File: config.mk
export PLATFORM = sky130hd
export DESIGN_NAME = shifter_arbiter_16bit_flat
export DESIGN_NICKNAME = d
export VERILOG_FILES = /design/src/rtl/shifter_arbiter_16bit_if.sv /design/src/rtl/shifter_arbiter_16bit.sv /design/src/flat_wrapper.sv
export SDC_FILE = /design/constraint.sdc
export NUM_CORES = 1
export LEC_CHECK = 0
export BUFFER_PORTS_ARGS = -buffer_cell sky130_fd_sc_hd__clkbuf_2
export CORE_UTILIZATION = 64
export DETAILED_ROUTE_END_ITERATION = 10
export HOLD_SLACK_MARGIN = 0.12
export PLACE_DENSITY = 0.89
export SYNTH_ARGS = -nofsm -noshare
export SYNTH_HDL_FRONTEND = slang
export SYNTH_SLANG_ARGS = --single-unit
File: constraint.sdc
create_clock -name clk -period 4.65 [get_ports clk]
set_input_delay 1.395 -clock clk [delete_from_list [all_inputs] [get_ports clk]]
set_output_delay 1.395 -clock clk [all_outputs]
set_load 0.01 [all_outputs]
File: src/rtl/shifter_arbiter_16bit_if.sv
`default_nettype none
// ============================================================================
// Module      : shifter_arbiter_16bit_if
// Description : Request/result bundle for the two-client shared rotate stage.
//               master = requesters + result consumer, slave = arbiter.
// Revision    : 1.0 - initial release
// ============================================================================
interface shifter_arbiter_16bit_if;
    logic        req0_valid;
    logic        req0_ready;
    logic [15:0] req0_a;
    logic [3:0]  req0_amt;
    logic        req0_dir;
    logic        req1_valid;
    logic        req1_ready;
    logic [15:0] req1_a;
    logic [3:0]  req1_amt;
    logic        req1_dir;
    logic        res_valid;
    logic        res_ready;
    logic [15:0] res_data;
    logic        res_id;

    modport master (
        output req0_valid, req0_a, req0_amt, req0_dir,
        output req1_valid, req1_a, req1_amt, req1_dir,
        output res_ready,
        input  req0_ready, req1_ready,
        input  res_valid, res_data, res_id
    );

    modport slave (
        input  req0_valid, req0_a, req0_amt, req0_dir,
        input  req1_valid, req1_a, req1_amt, req1_dir,
        input  res_ready,
        output req0_ready, req1_ready,
        output res_valid, res_data, res_id
    );
endinterface
`default_nettype wire

File: src/rtl/shifter_arbiter_16bit.sv
`default_nettype none
// ============================================================================
// Module      : shifter_arbiter_16bit
// Description : Round-robin arbiter sharing one 16-bit rotate stage between
//               two requesters; result held in a one-entry output register
//               and returned with the winner's ID over valid/ready.
// Revision    : 1.0 - initial release
// ============================================================================
module shifter_arbiter_16bit (
    input  wire logic                    clk,
    input  wire logic                    reset,
    shifter_arbiter_16bit_if.slave       bus
);

    typedef enum logic [0:0] {
        EMPTY = 1'b0,
        FULL  = 1'b1
    } state_t;

    state_t      state_q;
    logic [15:0] data_q;
    logic        id_q;
    logic        last_grant_q;

    logic        slot_free;
    logic        grant1;
    logic        ready0;
    logic        ready1;
    logic        accept;
    logic [15:0] op_a;
    logic [3:0]  op_amt;
    logic        op_dir;
    logic [4:0]  amt_inv;
    logic [15:0] data_d;

    // Output register can take a new result if empty or draining this cycle.
    assign slot_free = (state_q == EMPTY) | bus.res_ready;

    // Requester 1 wins when alone, or on a tie when requester 0 had the last turn.
    assign grant1 = bus.req1_valid & (~bus.req0_valid | ~last_grant_q);

    // Ready is suppressed during reset so no handshake completes in that cycle.
    assign ready0 = ~reset & slot_free & bus.req0_valid & ~grant1;
    assign ready1 = ~reset & slot_free & bus.req1_valid &  grant1;
    assign accept = ready0 | ready1;

    assign bus.req0_ready = ready0;
    assign bus.req1_ready = ready1;

    // Grant mux feeding the shared rotate stage.
    assign op_a   = grant1 ? bus.req1_a   : bus.req0_a;
    assign op_amt = grant1 ? bus.req1_amt : bus.req0_amt;
    assign op_dir = grant1 ? bus.req1_dir : bus.req0_dir;

    // Complementary shift distance; 16 makes the wrap term vanish for amt=0.
    assign amt_inv = 5'd16 - {1'b0, op_amt};

    assign data_d = op_dir ? ((op_a >> op_amt) | (op_a << amt_inv))
                           : ((op_a << op_amt) | (op_a >> amt_inv));

    // Occupancy FSM plus result capture; last_grant moves only on an accept.
    always_ff @(posedge clk) begin
        if (reset) begin
            state_q      <= EMPTY;
            data_q       <= 16'h0000;
            id_q         <= 1'b0;
            last_grant_q <= 1'b1;
        end else if (accept) begin
            state_q      <= FULL;
            data_q       <= data_d;
            id_q         <= grant1;
            last_grant_q <= grant1;
        end else if ((state_q == FULL) && bus.res_ready) begin
            state_q      <= EMPTY;
        end
    end

    assign bus.res_valid = (state_q == FULL);
    assign bus.res_data  = data_q;
    assign bus.res_id    = id_q;

endmodule
`default_nettype wire
File: src/flat_wrapper.sv
// flat-port wrapper written by rule: the top's interface ports become plain ports
module shifter_arbiter_16bit_flat 
  (clk, reset, bus_req0_valid, bus_req0_a, bus_req0_amt, bus_req0_dir, bus_req1_valid, bus_req1_a, bus_req1_amt, bus_req1_dir, bus_res_ready, bus_req0_ready, bus_req1_ready, bus_res_valid, bus_res_data, bus_res_id);
  shifter_arbiter_16bit_if bus_i ();
  input  wire logic clk;
  input  wire logic reset;
  input wire logic [$bits(bus_i.req0_valid)-1:0] bus_req0_valid;
  input wire logic [$bits(bus_i.req0_a)-1:0] bus_req0_a;
  input wire logic [$bits(bus_i.req0_amt)-1:0] bus_req0_amt;
  input wire logic [$bits(bus_i.req0_dir)-1:0] bus_req0_dir;
  input wire logic [$bits(bus_i.req1_valid)-1:0] bus_req1_valid;
  input wire logic [$bits(bus_i.req1_a)-1:0] bus_req1_a;
  input wire logic [$bits(bus_i.req1_amt)-1:0] bus_req1_amt;
  input wire logic [$bits(bus_i.req1_dir)-1:0] bus_req1_dir;
  input wire logic [$bits(bus_i.res_ready)-1:0] bus_res_ready;
  output wire logic [$bits(bus_i.req0_ready)-1:0] bus_req0_ready;
  output wire logic [$bits(bus_i.req1_ready)-1:0] bus_req1_ready;
  output wire logic [$bits(bus_i.res_valid)-1:0] bus_res_valid;
  output wire logic [$bits(bus_i.res_data)-1:0] bus_res_data;
  output wire logic [$bits(bus_i.res_id)-1:0] bus_res_id;
  assign bus_i.req0_valid = bus_req0_valid;
  assign bus_i.req0_a = bus_req0_a;
  assign bus_i.req0_amt = bus_req0_amt;
  assign bus_i.req0_dir = bus_req0_dir;
  assign bus_i.req1_valid = bus_req1_valid;
  assign bus_i.req1_a = bus_req1_a;
  assign bus_i.req1_amt = bus_req1_amt;
  assign bus_i.req1_dir = bus_req1_dir;
  assign bus_i.res_ready = bus_res_ready;
  assign bus_req0_ready = bus_i.req0_ready;
  assign bus_req1_ready = bus_i.req1_ready;
  assign bus_res_valid = bus_i.res_valid;
  assign bus_res_data = bus_i.res_data;
  assign bus_res_id = bus_i.res_id;
  shifter_arbiter_16bit u_core (.clk(clk), .reset(reset), .bus(bus_i));
endmodule
Word-level counts from Yosys, hierarchy flattened. Index checks and enable logic that the tools add are counted.

Register bits after elaboration: 19. Latch bits: 0. RAM bits: 0. Memory bits (read-only): 0. Bits of input ports: 47. Word-level logic and storage cells: 33. Memories kept: 0.

$add $sub $neg: 1. Multiply operators: 0. Div/mod/pow operators: 0. Order comparisons: 0. Equal/unequal tests: 0. Shift operators: 4. Multiplexer cells: 6. Bitwise logic cells: 16. Reduce and logical (&&, ||, !) cells: 2.

Operators with widths (count): two-way mux 16 bit (2); bitwise OR 16 bit (2); << shifter 16 x 4 -> 16 bit (1); << shifter 16 x 5 -> 16 bit (1); >> shifter 16 x 4 -> 16 bit (1); >> shifter 16 x 5 -> 16 bit (1); AND 1 bit (6); NOT 1 bit (5); subtractor 5 x 4 -> 5 bit, first input constant (1); two-way mux 4 bit (1); two-way mux 1 bit (3); bitwise OR 1 bit (3); nonzero test 2 bit (1); logical AND 1 bit (1).

Longest topological paths before layout. Gate-level depths: netlist of the first run.

Depth after elaboration: 8. Depth in mapped cells: 11. Mapped depth without buffers: 7.

Least setup slack after synthesis of the first run. No wires, ideal clock.

Path type: input port to output port. Start point: input bus_req1_valid. End point: output bus_req1_ready. Data arrival time: 2.474 ns. Path slack: 0.781 ns. Stages on the path: 6. Path buffers: 4. Cells stage by stage: a21bo_1 -> buf_6 -> buf_8 -> buf_8 -> buf_2 -> nor3_1.

Word-level cells in the longest chain between the ends: 2.

Ends and longest elaborated chain: start: declaration (RTL line flat_wrapper.sv:11) `input wire logic [$bits(bus_i.req1_valid)-1:0] bus_req1_valid;`; AND 1 bit, on equally long branches (RTL line shifter_arbiter_16bit.sv:44, shifter_arbiter_16bit.sv:40); AND 1 bit (*) (RTL line shifter_arbiter_16bit.sv:44) `assign ready1 = ~reset & slot_free & bus.req1_valid & grant1;`; end: declaration (RTL line flat_wrapper.sv:17) `output wire logic [$bits(bus_i.req1_ready)-1:0] bus_req1_ready;`.

Mark *: on every way between the ends. The rest lies on a longest branch, timed or not.

Final worst setup path of the first run. Same ends and word-level chain as after synthesis.

==> results of run 1 <==
metal layers:
metal  track usage [%]  wire [um]  vias to the layer above
li1                  -          -                     2236
met5                 0          0                        -
met3              7.22       1880                       94
met4              18.8        885                        0
met2              71.0       6880                      428
met1              58.2       5950                     2302
tightest hold or removal path, stage by stage (launching register included):
cell	delay (ps)
dfxtp_1	310
nand3_1	60
o31ai_1	60
flip-flops by register name, summed over array words and instances (netlist names):
name and count:
u_core.bus.res_data 16, u_core.last_grant_q 1, u_core.bus.res_id 1, u_core.bus.res_valid 1
per-stage QoR:
stage / hold WS [ps] / cells / util (%) / instance area [sq um]
final: 473 / 683 / 72.0 / 4600
after global placement: 458 / 679 / 71.3 / 4550
after global routing: 495 / 683 / 72.0 / 4600
after floorplan: 474 / 565 / - / 4260
after CTS: 472 / 683 / 72.0 / 4600
after detailed placement: 462 / 679 / 71.3 / 4550
cell families (layout without fill, tap and decap cells):
kind of cell | after synthesis | in the layout | synth area share, %
AND/OR/NAND/NOR | 175 | 175 | 19.2
multiplexers | 163 | 163 | 40.9
AO/OA/AOI/OAI | 151 | 151 | 23.3
buffers and inverters | 53 | 94 | 6.85
flip-flops | 19 | 19 | 8.94
XOR/XNOR | 4 | 4 | 0.823
power by group:
group          total (mW)  leakage, nW  switching, mW  internal, mW
registers           0.193        0.158         0.0102         0.182
clock network       0.118       0.0228         0.0566        0.0610
logic               0.682         1.90          0.431         0.251
total               0.992         2.08          0.498         0.494
cell usage in the layout (no fill, tap or decap), drive strengths merged, types with 3 or more instances in the layout:
cell and count:
xnor2 3, nor3 23, clkbuf 70, inv 6, or3 7, o21ai 41
nand2b 4, dfxtp 19, o211ai 8, a211oi 18, nor2 46, and3 3
o31ai 5, buf 18, nand4 4, mux2i 137, nand3 19, mux2 24
o32ai 3, o221ai 4, or3b 3, nor2b 7, a21oi 33, a221oi 5
a31o 3, o22ai 5, a31oi 4, nand2 53
worst min-delay path by stage:
stage,endpoint,slack [ps]
after floorplan,u_core.bus.res_data[9],470
after global placement,u_core.bus.res_data[5],460
after detailed placement,u_core.bus.res_data[5],460
after CTS,u_core.bus.res_data[5],470
after global routing,u_core.bus.res_data[5],490
final,u_core.bus.res_data[5],470
final cells by class:
class | count | area share (%)
inverter | 6 | 0.490
timing repair buffer | 84 | 10.1
tap | 77 | 2.10
sequential | 19 | 8.27
clock buffer | 4 | 0.980
multi-input combinational | 493 | 78.0
==> results.toml, run 1 <==
[status]
status = "finished, final reports clean"

[clocking]
cts_buffers = 3
cts_tree = "built"
clock-sinks = 19
clk_path_buf_depth = 2
post_cts_resized = 0
htree_levels = 1
clkTransAtPathRegs_ps = 70
ctsHoldBuffers = 0
postCtsSetupRepairBufs = 0
insertion_delay_ps = 260
cts_root_buffer = "clkbuf_8"

[min_path]
min_from = "u_core.bus.res_data[5]"
holdPathStages = 2
hold_path_class = "flip-flop to flip-flop"

[setup_path]
path_common_cell = "clkbuf_2"
path_depth = 5
reg2reg_setup_slack_ps = 1590
cp-startpoint = "bus_req1_valid"
worst_r2r_endpoint = "u_core.bus.res_data[7]"
path_cells = "clkbuf_2, a21bo_2, buf_4, nor3_1, clkbuf_2"
critPathMaxFanout = 19
criticalPathCategory = "input port to output port"
critPathLaunchType = "input port"
worst-path-buf-inv = 3
worstRegToRegCells = 8
cpMaxStageDelayCell = "a21bo_2"
endpoint_kind = "output port"
crit_family = "buffers and inverters"
crit_arrival_ps = 2540
critical_path.endpoint = "bus_req1_ready"
worstReg2RegStart = "u_core.last_grant_q"
crit_required_ps = 3250
max_stage_delay_ps = 420

[route]
drt_iter0_markers = 750
routed_wl_um = 15600
drc = 0
vias = 5060
drtPass1Iterations = 8
drt.antenna.violating_nets = 0
wl_per_cell_um = 22.8
routed_via_density = 7.41

[global_route]
gr-total-overflow = 0
grt_pass1_vias = 4700
grt_first_pass_wirelength_um = 25100
antenna_found_initial = 0
gr-usage-all-layers_pct = 44.1
grt_start_max_net_pins = 42

[finish]
multiInputGateArea_sq_um = 3590
fillers = 566
seq_area_sq_um = 380
area_delta_synth_final_pct = 8.02
drive_gt1_share_pct = 21.9
nets = 654
diodes = 0

[synthesis]
synthTopCellsByArea = "mux2i_1, dfxtp_1, mux2_2"
synth_edf_count = 0
syn_area_sq_um = 4260
async_flop_share_pct = 0
seq_area_frac_synth_pct = 8.94
synth_area_per_cell_sq_um = 7.53
synth_ff_type = "dfxtp_1"
synth_area_leader_cell = "mux2i_1"
synth_cell_types = 62
syn_nets = 612
netlist_instances = 565
ys_warn_count = 0
synthTopCellsByCount = "mux2i_1, nand2_1, nor2_1"
ys_seq_elements = 19
synth_top_area_share_pct = 30.8
synth_most_common_cell = "mux2i_1"

[pwr]
p_leak_nw = 2.08
p_per_area_nw_per_um2 = 216
ir_drop_uv = 201
power_uw = 992

[sta]
timing.final.crit_share_pct = 84.6
worstMarginPinSlew_ps = 951
timing.slew.headroom_pct = 35.9
finalSetupViolations = 0
fin_ws_ps = 715
final-hold-violation-count = 0
period_needed_ps = 3940
rsz0062_at_grt = "no"
fmax_mhz = 254
setup_tns_ps = 0
clock_skew_ps = 1.14
drv_slew = 0

[placement]
hpwl_um = 11600
dp_slack_ps = 556
io_buffers = 66
place.gp.congestion = 1.07

[flow_run]
drv_cap = 0

[die]
core_sq_um = 6390
die_h_um = 83.6
start_util_pct = 66.7
die-area_sq_um = 6980
rows = 29
ios = 67
fp.dieW_um = 83.6
Note: power is estimated with default switching activity, not from simulation.
==> run 2: changes to the inputs <==
Settings changed: ABC_AREA set to 1, CORE_UTILIZATION 64 to 59, PLACE_DENSITY 0.89 to 0.83.
Clock period 4.65 ns to 3.7 ns, I/O delays scaled along.
==> run 2 against run 1 <==
Compared with the run above: worst hold slack improved by 1.2 ps; flip-flop and latch count unchanged; largest cell class unchanged; die area shrank 0.17%.
==> results.toml, run 2 <==
[status]
status = "finished, final reports clean"

[setup_path]
critPathMaxFanout = 35
criticalPathCategory = "input port to output port"
critPathLaunchType = "input port"
crit_arrival_ps = 2190
endpoint_kind = "output port"
crit_required_ps = 2590
reg2reg_setup_slack_ps = 1070
cp-startpoint = "bus_req0_valid"
worstReg2RegStart = "u_core.last_grant_q"

[die]
fp.dieW_um = 83.5
ios = 67
rows = 29
start_util_pct = 61.3
die_h_um = 83.5
core_sq_um = 6390
die-area_sq_um = 6970

[clocking]
cts_root_buffer = "clkbuf_8"
ctsHoldBuffers = 0
insertion_delay_ps = 260
clock-sinks = 19
clkTransAtPathRegs_ps = 70
cts_tree = "built"
cts_buffers = 3
clk_path_buf_depth = 2
htree_levels = 1
post_cts_resized = 0
postCtsSetupRepairBufs = 0

[sta]
setup_tns_ps = 0
timing.final.crit_share_pct = 89.1
fmax_mhz = 303
hold_ws_ps = 474
clock_skew_ps = 2.71
period_needed_ps = 3300
finalSetupViolations = 0
rsz0062_at_grt = "no"
timing.slew.headroom_pct = 62.1
drv_slew = 0
worstMarginPinSlew_ps = 567
final-hold-violation-count = 0

[synthesis]
syn_area_sq_um = 3920
ys_seq_elements = 19
synthMuxAreaShare_pct = 0
netlist_instances = 792
yosys.area_share.simple_pct = 71.7
synth_area_leader_cell = "nand2_1"
synth_edf_count = 0
synth_top_family_by_area = "simple AND/OR/NAND/NOR gates"
synth_top_area_share_pct = 35.5
synth_ff_type = "dfxtp_1"
synth_cell_types = 24
synthTopCellsByCount = "nand2_1, nand3_1, inv_1"
synth_most_common_cell = "nand2_1"
ys_warn_count = 0
synth_xor_area_share_pct = 0
seq_area_frac_synth_pct = 9.71
synth_fa_ha_area_share_pct = 0
syn_nets = 839
synth_area_per_cell_sq_um = 4.95
async_flop_share_pct = 0
synthTopCellsByArea = "nand2_1, nand3_1, dfxtp_1"
synth_compound_area_share_pct = 5.88

[route]
drtPass1Iterations = 8
routed_via_density = 6.17
vias = 5577
drc = 0
routed_wl_um = 14500
drt.antenna.violating_nets = 0
wl_per_cell_um = 16.1
drt_iter0_markers = 470

[finish]
nets = 875
mostFrequentLayoutCells = "nand2_1, nand3_1, clkbuf_2, inv_1"
drive_gt1_share_pct = 13.4
diodes = 0
layout.cells.non_filler = 904
largest_register_ffs = 16
fillers = 648
area_delta_synth_final_pct = 7.03
final_common_cell = "nand2_1"

[placement]
place.gp.congestion = 0.998
io_buffers = 66
dp_cells = 900
hpwl_um = 10800

[global_route]
grt_start_max_net_pins = 36
grt_pass1_vias = 5191
grt_first_pass_wirelength_um = 24000
gr-usage-all-layers_pct = 42.1
gr-total-overflow = 0
antenna_found_initial = 0

[min_path]
hold_path_class = "flip-flop to flip-flop"
min_from = "u_core.bus.res_id"

[pwr]
p_per_area_nw_per_um2 = 307
p_leak_nw = 2.48
ir_drop_uv = 279

[flow_run]
drv_cap = 0
==> run 2: changes by cell type in the layout (fill, tap and decap cells not counted), sizes merged, moves of 18 or more <==
cell	before	now
nand3	19	197
o21ai	41	20
nand3b	2	20
inv	6	53
nand2	53	393
a211oi	18	0
nor2	46	21
mux2i	137	0
nor3	23	0
mux2	24	0
==> run 2: per-layer routing <==
metal	global-route usage [%]	part of all wire (%)
met5	0	0
met4	23.1	5.8
met3	7.52	11
met2	70.7	46
met1	50.9	37
==> run 2: path summary, 6_finish.rpt <==
check	to	cells after the start
max	bus_req1_ready	5
min	u_core.bus.res_id	2
max reg2reg	u_core.bus.res_data[5]	14
min reg2reg	u_core.bus.res_id	2
==> run 2: kinds of logic (layout without fill, tap and decap cells) <==
logic type      Yosys count  in the layout
buf+inv                 100            135
compound gates           42             42
flops                    19             19
simple gates            631            631
==> run 2: where the power goes <==
| group | leakage (nW) | internal, mW | switching [mW] |
|---|---|---|---|
| clock network | 0.0228 | 0.0767 | 0.0703 |
| logic | 2.30 | 0.276 | 0.623 |
| registers | 0.157 | 0.227 | 0.0124 |
| total | 2.48 | 0.580 | 0.706 |
==> run 2: worst max-delay path: stages <==
cell	delay [ps]
clkbuf_2	110
nand2_4	300
nand2_4	210
nor2_1	270
clkbuf_2	180
==> run 2: layout make-up <==
class	count	area, sq um	area share, %
Tap cell	77	96.3	2.30
Multi-Input combinational cell	673	3040	72.5
Clock buffer	4	45.0	1.07
Timing Repair Buffer	78	433	10.3
Inverter	53	199	4.74
Sequential cell	19	380	9.07
==> run 2: metrics by stage <==
| stage | cell area (sq um) | utilization (%) | power (mW) | setup WS (ps) |
|---|---|---|---|---|
| 3_3_place_gp | 4150 | 64.9 | 1.09 | 390 |
| 4_1_cts | 4190 | 65.7 | 1.25 | 405 |
| 2_1_floorplan | 3920 | - | 0.899 | 764 |
| 5_1_grt | 4190 | 65.7 | 1.39 | 310 |
| 6_report | 4190 | 65.7 | 1.29 | 404 |
| 3_5_place_dp | 4150 | 64.9 | 1.11 | 304 |
